**src/rtl/seg_scan_arbiter.sv**
```systemverilog
// seg_scan_arbiter: two requesters share one multiplexed 4-digit 7-segment
// display. Ownership changes only at frame boundaries, and a frame register
// snapshots the owner's data there, so a frame never shows mixed data.
// An owner keeps the display for at least HOLD_FRAMES complete frames while
// the other side is waiting.
// Optional feature: define SEG_SCAN_HEX_EN to decode nibbles 10..15 as A-F;
// without it those nibbles show a dash.
module seg_scan_arbiter #(
    parameter int unsigned SCAN_DIV    = 13,
    parameter int unsigned HOLD_FRAMES = 4
) (
    input  logic        clk,
    input  logic        reset,
    input  logic        req_a,
    input  logic [15:0] data_a,
    input  logic        req_b,
    input  logic [15:0] data_b,
    output logic        gnt_a,
    output logic        gnt_b,
    output logic [3:0]  DIGIT,
    output logic [0:6]  DISPLAY
);

    localparam int unsigned HOLD_W = 4;
    localparam int unsigned CMP_W  = HOLD_W + 1;

    typedef enum logic [1:0] {
        IDLE  = 2'd0,
        OWN_A = 2'd1,
        OWN_B = 2'd2
    } state_t;

    state_t              state;
    state_t              state_next;
    logic [SCAN_DIV-1:0] prescaler;
    logic [1:0]          ptr;
    logic [HOLD_W-1:0]   hold;
    logic [15:0]         frame;
    logic                last_owner;   // 0: A owned last, 1: B owned last
    logic                tick;
    logic                boundary;
    logic                hold_met;
    logic [3:0]          nibble;

    // Active-low a..g pattern for one nibble; DISPLAY[0] is segment a.
    function automatic logic [6:0] seg_decode(input logic [3:0] n);
        logic [6:0] s;
        case (n)
            4'd0:    s = 7'b0000001;
            4'd1:    s = 7'b1001111;
            4'd2:    s = 7'b0010010;
            4'd3:    s = 7'b0000110;
            4'd4:    s = 7'b1001100;
            4'd5:    s = 7'b0100100;
            4'd6:    s = 7'b0100000;
            4'd7:    s = 7'b0001111;
            4'd8:    s = 7'b0000000;
            4'd9:    s = 7'b0000100;
`ifdef SEG_SCAN_HEX_EN
            4'd10:   s = 7'b0001000;
            4'd11:   s = 7'b1100000;
            4'd12:   s = 7'b0110001;
            4'd13:   s = 7'b1000010;
            4'd14:   s = 7'b0110000;
            default: s = 7'b0111000;
`else
            default: s = 7'b1111110;
`endif
        endcase
        return s;
    endfunction

    assign tick     = &prescaler;
    assign boundary = tick && (ptr == 2'd3);
    // The frame ending at this boundary counts toward the owner's hold.
    assign hold_met = (CMP_W'(hold) + CMP_W'(1)) >= CMP_W'(HOLD_FRAMES);

    // Free-running prescaler and digit pointer.
    always_ff @(posedge clk or negedge reset) begin
        if (!reset) begin
            prescaler <= '0;
            ptr       <= 2'd0;
        end else begin
            prescaler <= prescaler + SCAN_DIV'(1);
            if (tick) begin
                ptr <= ptr + 2'd1;
            end
        end
    end

    // State register with grant, round-robin, hold and frame bookkeeping.
    always_ff @(posedge clk or negedge reset) begin
        if (!reset) begin
            state      <= IDLE;
            gnt_a      <= 1'b0;
            gnt_b      <= 1'b0;
            last_owner <= 1'b1;
            hold       <= '0;
            frame      <= 16'h0000;
        end else begin
            state <= state_next;
            gnt_a <= (state_next == OWN_A);
            gnt_b <= (state_next == OWN_B);
            if (boundary) begin
                if (state_next != state) begin
                    hold <= '0;
                end else if (CMP_W'(hold) < CMP_W'(HOLD_FRAMES)) begin
                    hold <= hold + HOLD_W'(1);
                end
                case (state_next)
                    OWN_A: begin
                        frame      <= data_a;
                        last_owner <= 1'b0;
                    end
                    OWN_B: begin
                        frame      <= data_b;
                        last_owner <= 1'b1;
                    end
                    default: ;
                endcase
            end
        end
    end

    // Next-state logic; ownership only moves at frame boundaries.
    always_comb begin
        state_next = state;
        if (boundary) begin
            case (state)
                IDLE: begin
                    if (req_a && req_b) begin
                        state_next = last_owner ? OWN_A : OWN_B;
                    end else if (req_a) begin
                        state_next = OWN_A;
                    end else if (req_b) begin
                        state_next = OWN_B;
                    end
                end
                OWN_A: begin
                    if (!req_a) begin
                        state_next = req_b ? OWN_B : IDLE;
                    end else if (req_b && hold_met) begin
                        state_next = OWN_B;
                    end
                end
                OWN_B: begin
                    if (!req_b) begin
                        state_next = req_a ? OWN_A : IDLE;
                    end else if (req_a && hold_met) begin
                        state_next = OWN_A;
                    end
                end
                default: state_next = IDLE;
            endcase
        end
    end

    // Digit drive and segment decode from registered state only.
    always_comb begin
        DIGIT   = 4'b1111;
        DISPLAY = 7'b1111111;
        nibble  = 4'h0;
        if (state != IDLE) begin
            case (ptr)
                2'd0: begin
                    DIGIT  = 4'b1110;
                    nibble = frame[3:0];
                end
                2'd1: begin
                    DIGIT  = 4'b1101;
                    nibble = frame[7:4];
                end
                2'd2: begin
                    DIGIT  = 4'b1011;
                    nibble = frame[11:8];
                end
                default: begin
                    DIGIT  = 4'b0111;
                    nibble = frame[15:12];
                end
            endcase
            DISPLAY = seg_decode(nibble);
        end
    end

endmodule

```
**config.mk**
```make
export PLATFORM = sky130hd
export DESIGN_NAME = seg_scan_arbiter
export DESIGN_NICKNAME = d
export VERILOG_FILES = /design/src/rtl/seg_scan_arbiter.sv
export SDC_FILE = /design/constraint.sdc
export NUM_CORES = 1
export LEC_CHECK = 0
export BUFFER_PORTS_ARGS = -buffer_cell sky130_fd_sc_hd__buf_4
export CORE_MARGIN = 1
export CORE_UTILIZATION = 51
export CTS_BUF_LIST = sky130_fd_sc_hd__clkbuf_4 sky130_fd_sc_hd__clkbuf_8
export CTS_CLUSTER_DIAMETER = 40
export DETAILED_ROUTE_END_ITERATION = 7
export PLACE_DENSITY = 0.86
export SYNTH_ARGS = -nofsm -noshare
export SYNTH_HDL_FRONTEND = slang
export SYNTH_SLANG_ARGS = --single-unit
export TNS_END_PERCENT = 30
```
**constraint.sdc**
```tcl
create_clock -name clk -period 3.32 [get_ports clk]
set_input_delay 0.332 -clock clk [delete_from_list [all_inputs] [get_ports clk]]
set_output_delay 0.332 -clock clk [all_outputs]
set_load 0.02 [all_outputs]
```
==> reports/results.ini, run 1 <==
[yosys]
synth-seq-cells=40
synth_enable_flop_cells=0
synth_area_mm2=0.002374
seq_area_frac_synth_pct=42.22
synth.avg_cell_area_um2=9.768
syn_nets=295
ys.flop_type=dfrtp_1
ys_async_sr_fraction_pct=100.0
yosys_warnings=0
synth_top_area_share_pct=41.12
ys_top_cells_by_area=dfrtp_1 (41%), ha_1 (8.4%), mux2i_1 (8.4%), a21oi_1 (4.4%), nor2_1 (4.3%)
syn_inst=243
ys_types=42
yosysTopAreaCell=dfrtp_1

[status]
status=completed

[flow_run]
cap_violations=0

[worst_setup_path]
cp_data_arrival_time_ps=3260
start_kind=register
crit_fanout=32
crit_type=register to register
required_ps=3530
crit_path_end_kind=register

[routing]
drc_errors=0
viasPerCell=5.459
drt-pass1-iter-count=5
vias=1856
drt-initial-drc-count=147
wl_per_cell_um=13.73
ant_nets=0
routed_wl_um=4669

[die]
core_area_mm2=0.004414
num_rows=24
io_pins=49
initial_utilization_pct=53.77
dieHeight_um=70.22
die_area_mm2=0.004931
die_x_um=70.22

[placed_design]
dp_hpwl_um=3357
place.gp.congestion=0.7882
postPlaceCellArea_mm2=0.002743
io_buffer_count=48

[sta]
setup_viol_count_final=0
maxSlewViolCount=0
tightest_slew_ps=599.8
min_period_over_period_pct=91.65
finalHoldViolCount=0
fmax_mhz=328.6
slew_headroom_pct=58.87
skew_ps=8.426
fin_crit_ps=3043
tns_ps=0
grt_setup_unrepaired=no

[final_layout]
layout.nets=339
regArea_mm2=0.001002
utilization_pct=64.94
final_cell_area_mm2=0.002867
syn_to_final_growth_pct=20.77
layout_commonest_cell=buf_4
multiInputGateArea_mm2=0.001267
final_cell_mix=buf_4 (49), dfrtp_1 (39), nor2_1 (27)
n_antenna_cell=0
fillers=362
drive_above_1_share_pct=24.65

[clocking]
clock_tree.buffer_depth=2
ctsHoldBuffers=0
numCtsBuffers=5
clk_pin_slew_ps=70
cts-root-buf=clkbuf_8
cts.sinks=40
postCtsSetupRepairBufs=0
cts_tree=built
cts_max_level=2
worstSkewPairLatency_ps=290
cts_resized=0

[power]
power_density_mw_per_mm2=350.8
vdd_drop_max_v=0.0003065
p_leak_uw=0.001461

[global_routing]
antenna_found_initial=0
grt.overflow.total=0
grt_usage_pct=20.68
grt_pass1_vias=1850
grt_max_degree=41
grt_pass1_wl_um=8148

[min_path]
hp-class=primary input to async pin

==> Yosys cell counts (all sizes together) (5+ instances only) <==
cell type   n
o21ai      11
mux2i      20
buf         6
clkbuf      7
ha         16
dfrtp      39
nand2      22
inv        10
xor2        5
xnor2       7
nor2       27
a21oi      21
==> per-stage QoR <==
step / power [µW] / hold slack [ps] / worst slack [ps] / cells
global placement: 617.3 / 330.0 / 301.9 / 332
floorplan: 558.8 / 36.41 / 124.0 / 243
detailed placement: 620.4 / 335.4 / 101.8 / 332
global route: 1050 / 45.84 / 6.306 / 340
CTS: 1015 / 16.00 / 63.32 / 340
finish: 1006 / 4.962 / 277.1 / 340
==> metal layers <==
layer  up-vias  share of wire [%]  GRT usage (%)
li1        932                  -              -
met3         5                4.0          3.608
met5         -                  0              0
met2        35                 49          33.44
met1       884                 46          28.00
met4         0               0.96          7.111
==> path summary, 6_finish.rpt <==
path | from | endpoint | depth (start not counted) | slack (ps)
min in group clk | data_a[2] | frame[2]$_DFFE_PN0P_ | 3 | 340
max in group asynchronous | reset | last_owner$_DFFE_PN1P_ | 1 | 2970
setup / recovery | prescaler[0]$_DFF_PN0_ | frame[13]$_DFFE_PN0P_ | 11 | 280
setup reg to reg | prescaler[0]$_DFF_PN0_ | frame[13]$_DFFE_PN0P_ | 11 | 280
hold / removal | reset | frame[12]$_DFFE_PN0P_ | 1 | 5
hold reg to reg | prescaler[11]$_DFF_PN0_ | prescaler[11]$_DFF_PN0_ | 1 | 480
==> cell families after synthesis <==
kind of cell             Yosys count  share of synthesized area, %
AO/OA/AOI/OAI                     50                         13.50
AND/OR/NAND/NOR                   78                         16.50
adder cells (fa/ha/maj)           16                         8.434
multiplexers                      24                         10.33
flip-flops                        40                         42.22
XOR/XNOR                          12                         4.428
buffers and inverters             23                         4.586
==> power breakdown <==
part           total [µW]  internal, µW  switching [µW]
clock network         395           231             164
logic                 107          55.2            52.3
registers             503           497            5.76
==> state kept, by name, indices dropped and copies added (netlist names) <==
name,flops
prescaler,13
frame,16
gnt_a,1
hold,4
ptr,2
gnt_b,1
last_owner,1
state,2
==> area by class of cell <==
class / count / share of cell area (%)
clock buffers: 6 / 2.663
clock inverters: 2 / 1.222
multi-input cells: 180 / 44.22
flip-flops and latches: 40 / 34.96
well taps: 52 / 2.270
repair buffers: 50 / 13.36
inverters: 10 / 1.309
==> worst max-delay path, stage by stage (launching register included) <==
cell and delay, ps:
dfrtp_1 400, ha_1 250, nand4_1 110, or2_1 350, nor3_2 310, nand2_1 150, o221a_2 280, ha_1 320
nor4_4 370, buf_8 250, nor2_1 60, a21oi_1 120
Power figures use the tool's default switching activity.
==> inputs of run 2 (changes only) <==
--- a/config.mk
+++ b/config.mk
@@ -8,2 +8,3 @@
 export BUFFER_PORTS_ARGS = -buffer_cell sky130_fd_sc_hd__buf_4
+export CORE_ASPECT_RATIO = 2
 export CORE_MARGIN = 1
==> constraint.sdc (replaced) <==
create_clock -name clk -period 3.32 [get_ports clk]
set_input_delay 0.498 -clock clk [delete_from_list [all_inputs] [get_ports clk]]
set_output_delay 0.498 -clock clk [all_outputs]
set_load 0.02 [all_outputs]
==> reports/results.ini, run 2 (synthesized netlist as in run 1, its figures left out) <==
[global_routing]
grt_pass1_wl_um=8052  ; was 8148 µm
grt_usage_pct=21.53  ; was 20.68%
antenna_found_initial=0  ; unchanged
grt_pass1_vias=1884  ; was 1850
grt_max_degree=41  ; unchanged
grt.overflow.total=0  ; unchanged

[die]
io_pins=49  ; unchanged
dieHeight_um=98.48  ; was 70.22 µm
num_rows=34  ; was 24
die_x_um=50.24  ; was 70.22 µm
die_area_mm2=0.004947  ; was 0.004931 mm²
core_area_mm2=0.004424  ; was 0.004414 mm²
initial_utilization_pct=53.65  ; was 53.77%

[final_layout]
syn_to_final_growth_pct=20.08  ; was 20.77%
final_cell_mix=buf_4 (51), dfrtp_1 (39), nor2_1 (27)  ; was buf_4 (49), dfrtp_1 (39), nor2_1 (27)
largestRegisters=frame (16), prescaler (13), hold (4)  ; unchanged
largest_register_ff_count=16  ; unchanged
utilization_pct=64.42  ; was 64.94%
drive_above_1_share_pct=24.91  ; was 24.65%
n_antenna_cell=0  ; unchanged
regMostFlops=frame  ; unchanged
layout.nets=340  ; was 339
layout_commonest_cell=buf_4  ; unchanged

[worst_setup_path]
cp_data_arrival_time_ps=2670  ; was 3260 ps
required_ps=2820  ; was 3530 ps
crit_path_end_kind=output port  ; was register
crit_type=register to output port  ; was register to register
crit_fanout=7  ; was 32
start_kind=register  ; unchanged

[routing]
viasPerCell=5.592  ; was 5.459
wl_per_cell_um=14.20  ; was 13.73 µm
drc_errors=0  ; unchanged
drt-initial-drc-count=47  ; was 147
drt-pass1-iter-count=6  ; was 5
vias=1918  ; was 1856
routed_wl_um=4869  ; was 4669 µm
ant_nets=0  ; unchanged

[sta]
finalHoldViolCount=0  ; unchanged
tns_ps=0  ; unchanged
tightest_slew_ps=563.3  ; was 599.8 ps
setup_viol_count_final=0  ; unchanged
min_period_over_period_pct=95.44  ; was 91.65%
fmax_mhz=315.6  ; was 328.6 MHz
maxSlewViolCount=0  ; unchanged
setup_slack_ps=151.5  ; was 277.1 ps
fin_crit_ps=3169  ; was 3043 ps
slew_headroom_pct=61.37  ; was 58.87%
skew_ps=7.622  ; was 8.426 ps
grt_setup_unrepaired=yes  ; was no

[min_path]
hp-class=primary input to async pin  ; unchanged

[power]
vdd_drop_max_v=0.0002953  ; was 0.0003065 V
p_leak_uw=0.001454  ; was 0.001461 µW
power_uw=943.3  ; was 1006 µW
power_density_mw_per_mm2=330.9  ; was 350.8 mW/mm²

[flow_run]
cap_violations=0  ; unchanged

[placed_design]
dp_hpwl_um=3677  ; was 3357 µm
io_buffer_count=48  ; unchanged
post-place-ws_ps=112.4  ; was 101.8 ps
place.gp.congestion=0.8589  ; was 0.7882

[clocking]
numCtsBuffers=5  ; unchanged
cts_max_level=2  ; unchanged
worstSkewPairLatency_ps=290  ; about the same
cts-root-buf=clkbuf_8  ; unchanged
clk_pin_slew_ps=80  ; was 70 ps
clock_tree.buffer_depth=2  ; unchanged
cts.sinks=40  ; unchanged
postCtsSetupRepairBufs=0  ; unchanged
cts_tree=built  ; unchanged

[status]
status=completed  ; unchanged

==> run 2: metal layers <==
layer	wire length (µm)	vias up	track usage (%)
li1	-	937	-
met1	1827	925	22.72
met2	2799	45	39.28
met3	122	11	3.395
met4	121	0	10.99
met5	0	-	0
==> run 2: worst paths after layout <==
check,slack (ps),cells past startpoint,end,start
setup / recovery,150,10,DISPLAY[1],ptr[1]$_DFFE_PN0P_
hold / removal,150,1,prescaler[10]$_DFF_PN0_,reset
setup reg to reg,170,11,frame[4]$_DFFE_PN0P_,hold[0]$_DFFE_PN0P_
hold reg to reg,500,1,prescaler[0]$_DFF_PN0_,prescaler[0]$_DFF_PN0_
max in group asynchronous,2800,1,last_owner$_DFFE_PN1P_,reset
min in group clk,500,1,prescaler[0]$_DFF_PN0_,prescaler[0]$_DFF_PN0_
==> run 2: power by group <==
part	total (µW)	switching, µW	internal, µW	leakage [µW]
Sequential	503	6.16	497	0.000493
Clock	332	165	166	0.0000493
Combinational	108	53.0	55.4	0.000911
Total	943	225	719	0.00145
==> run 2: cell type report <==
type | count | area (µm²)
fill | 367 | 1574
multi-input combinational | 180 | 1267
sequential | 40 | 1002
timing repair buffer | 51 | 382.9
clock buffer | 7 | 83.83
tap | 54 | 67.56
inverter | 10 | 37.54
clock inverter | 1 | 8.758
==> run 2: through the flow <==
stage                     hold slack [ps]  std cells  area (µm²)
after floorplan                     202.4        243        2374
after global placement              455.8        335        2753
after detailed placement            480.0        335        2753
after CTS                           176.8        343        2845
after global routing                190.5        343        2850
final                               152.6        343        2850
==> run 2: repair_timing <==
action	in CTS	in global routing
endpoints found under the hold margin	0	0
endpoints found under the setup margin	0	17
resized for setup	0	1
hold buffers	0	0
==> run 2: critical path, cell delays in order (launching register included) <==
cell	delay, ps
dfrtp_1	420
inv_1	100
ha_1	280
a222oi_1	430
mux2_2	310
inv_1	100
ha_1	300
nor2_1	50
o21ai_0	160
nand2_1	70
buf_4	160
==> inputs of run 3 (changes only) <==
==> constraint.sdc (replaced) <==
create_clock -name clk -period 3.32 [get_ports clk]
set_input_delay 0.664 -clock clk [delete_from_list [all_inputs] [get_ports clk]]
set_output_delay 0.664 -clock clk [all_outputs]
set_load 0.02 [all_outputs]
==> reports/results.ini, run 3 (synthesized netlist as in run 1, its figures left out) <==
[global_routing]
gr-max-usage-layer=met2  ; unchanged
grt_usage_pct=21.53  ; unchanged
gr-usage-met1_pct=22.72  ; unchanged
grt_max_degree=41  ; unchanged
grt_pass1_wl_um=8052  ; unchanged
use_met3_pct=3.395  ; unchanged
grt_pass1_vias=1884  ; unchanged
antenna_found_initial=0  ; unchanged
use_met2_pct=39.28  ; unchanged
grt.overflow.total=0  ; unchanged

[worst_setup_path]
crit_fanout=5  ; was 7
cp_data_arrival_time_ps=2580  ; was 2670 ps
crit_path_end_kind=output port  ; unchanged
crit_chain=buf_4 > ha_2 > a222oi_1 > mux2i_1 > inv_1 > ha_1 > inv_1 > mux2i_1 > a22o_1 > nand2_1 > buf_4  ; was inv_1 > ha_1 > a222oi_1 > mux2_2 > inv_1 > ha_1 > nor2_1 > o21ai_0 > nand2_1 > buf_4
required_ps=2660  ; was 2820 ps
slowest_stage=dfrtp_1  ; was a222oi_1
cp_top_family=buffers and inverters  ; was compound AO/OA/AOI/OAI gates
start_kind=register  ; unchanged
cp_slowest_stage_delay_ps=420  ; was 430 ps
crit_type=register to output port  ; unchanged
crit_buf_inv=4  ; was 3

[die]
io_pins=49  ; unchanged
die_x_um=50.24  ; unchanged
num_rows=34  ; unchanged
initial_utilization_pct=53.65  ; unchanged
core_area_mm2=0.004424  ; unchanged
dieHeight_um=98.48  ; unchanged
die_area_mm2=0.004947  ; unchanged

[sta]
setup_slack_ps=71.85  ; was 151.5 ps
tightest_slew_ps=564.0  ; was 563.3 ps
maxSlewViolCount=0  ; unchanged
min_period_over_period_pct=97.84  ; was 95.44%
fmax_mhz=307.9  ; was 315.6 MHz
slew_headroom_pct=61.33  ; was 61.37%
skew_ps=8.095  ; was 7.622 ps
fin_crit_ps=3248  ; was 3169 ps
setup_viol_count_final=0  ; unchanged
finalHoldViolCount=0  ; unchanged
whs_ps=321.9  ; was 152.6 ps

[final_layout]
regMostFlops=frame  ; unchanged
utilization_pct=65.21  ; was 64.42%
final_cell_mix=buf_4 (54), dfrtp_1 (38), nor2_1 (27)  ; was buf_4 (51), dfrtp_1 (39), nor2_1 (27)
stdcell_count=346  ; was 343
largest_register_ff_count=16  ; unchanged
layout.nets=343  ; was 340
largestRegisters=frame (16), prescaler (13), hold (4)  ; unchanged
syn_to_final_growth_pct=21.56  ; was 20.08%
layout_commonest_cell=buf_4  ; unchanged
n_antenna_cell=0  ; unchanged
fillers=357  ; was 367
drive_above_1_share_pct=27.05  ; was 24.91%
final_cell_area_mm2=0.002885  ; was 0.002850 mm²

[clocking]
cts-root-buf=clkbuf_8  ; unchanged
cts_tree=built  ; unchanged
clock_tree.buffer_depth=2  ; unchanged
cts_max_level=2  ; unchanged
clk_pin_slew_ps=80  ; about the same
numCtsBuffers=5  ; unchanged
worstSkewPairLatency_ps=290  ; about the same
ctsHoldBuffers=0  ; unchanged
cts.sinks=40  ; unchanged

[routing]
routed_wl_um=4948  ; was 4869 µm
drt-pass1-iter-count=6  ; unchanged
viasPerCell=5.561  ; was 5.592
vias=1924  ; was 1918
ant_nets=0  ; unchanged
drc_errors=0  ; unchanged
drt-initial-drc-count=44  ; was 47
wl_per_cell_um=14.30  ; was 14.20 µm

[placed_design]
dp_hpwl_um=3677  ; unchanged
io_buffer_count=48  ; unchanged
place.gp.congestion=0.8589  ; unchanged
post-place-ws_ps=112.4  ; unchanged
postPlaceCellArea_mm2=0.002753  ; unchanged
dp.cells=335  ; unchanged

[status]
status=completed  ; unchanged

[power]
p_leak_uw=0.001467  ; was 0.001454 µW
vdd_drop_max_v=0.0003131  ; was 0.0002953 V
power_density_mw_per_mm2=327.5  ; was 330.9 mW/mm²

[flow_run]
cap_violations=0  ; unchanged

[min_path]
hp-class=primary input to async pin  ; unchanged

run 3: area by class of cell:
| type | count | area, µm² | share of cell area (%) |
|---|---|---|---|
| multi-input combinational | 180 | 1279 | 44.32 |
| sequential | 40 | 1003 | 34.78 |
| timing repair buffer | 54 | 405.4 | 14.05 |
| clock buffer | 7 | 83.83 | 2.905 |
| tap | 54 | 67.56 | 2.342 |
| inverter | 10 | 37.54 | 1.301 |
| clock inverter | 1 | 8.758 | 0.3036 |
run 3: worst register-to-register path: stages (launching register included):
cell	delay, ps
dfrtp_1	440
ha_1	240
and2_1	160
a21oi_1	350
nor2_1	80
a211oi_1	390
o221a_2	280
ha_1	260
nor4_4	300
buf_4	340
nor2_1	90
a21oi_1	130
run 3: metal layers:
metal  vias to the layer above  share of wire (%)
met2                        50                 57
met4                         0                3.2
met5                         -                  0
li1                        940                  -
met3                        12                3.0
met1                       922                 37
run 3: worst paths after layout:
kind                       cells past startpoint  slack (ps)                   start                       to
max                                           11          70      ptr[1]$_DFFE_PN0P_               DISPLAY[4]
min                                            1         320                   reset  prescaler[10]$_DFF_PN0_
max reg2reg                                   11         190     hold[0]$_DFFE_PN0P_    frame[12]$_DFFE_PN0P_
min reg2reg                                    1         490  prescaler[0]$_DFF_PN0_   prescaler[0]$_DFF_PN0_
max in group asynchronous                      1        2630                   reset       ptr[0]$_DFFE_PN0P_
min in group clk                               1         490  prescaler[0]$_DFF_PN0_   prescaler[0]$_DFF_PN0_
run 3: what timing repair did:
action                     4_1_cts  5_1_grt
setup endpoints to repair        0       23
buffers inserted                 0        3
resized for setup                0        7
run 3: power by group:
part	internal [µW]	switching (µW)	leakage [µW]	total [µW]
clock	166	164	0.0000493	331
sequential	497	5.98	0.000492	503
combinational	57.4	53.9	0.000926	111
run 3: metrics by stage:
step,power [µW],setup TNS [ps]
after global routing,988.0,-377.5
after detailed placement,621.3,0
final,944.9,0
after CTS,949.3,0
after floorplan,558.8,0
after global placement,618.1,0
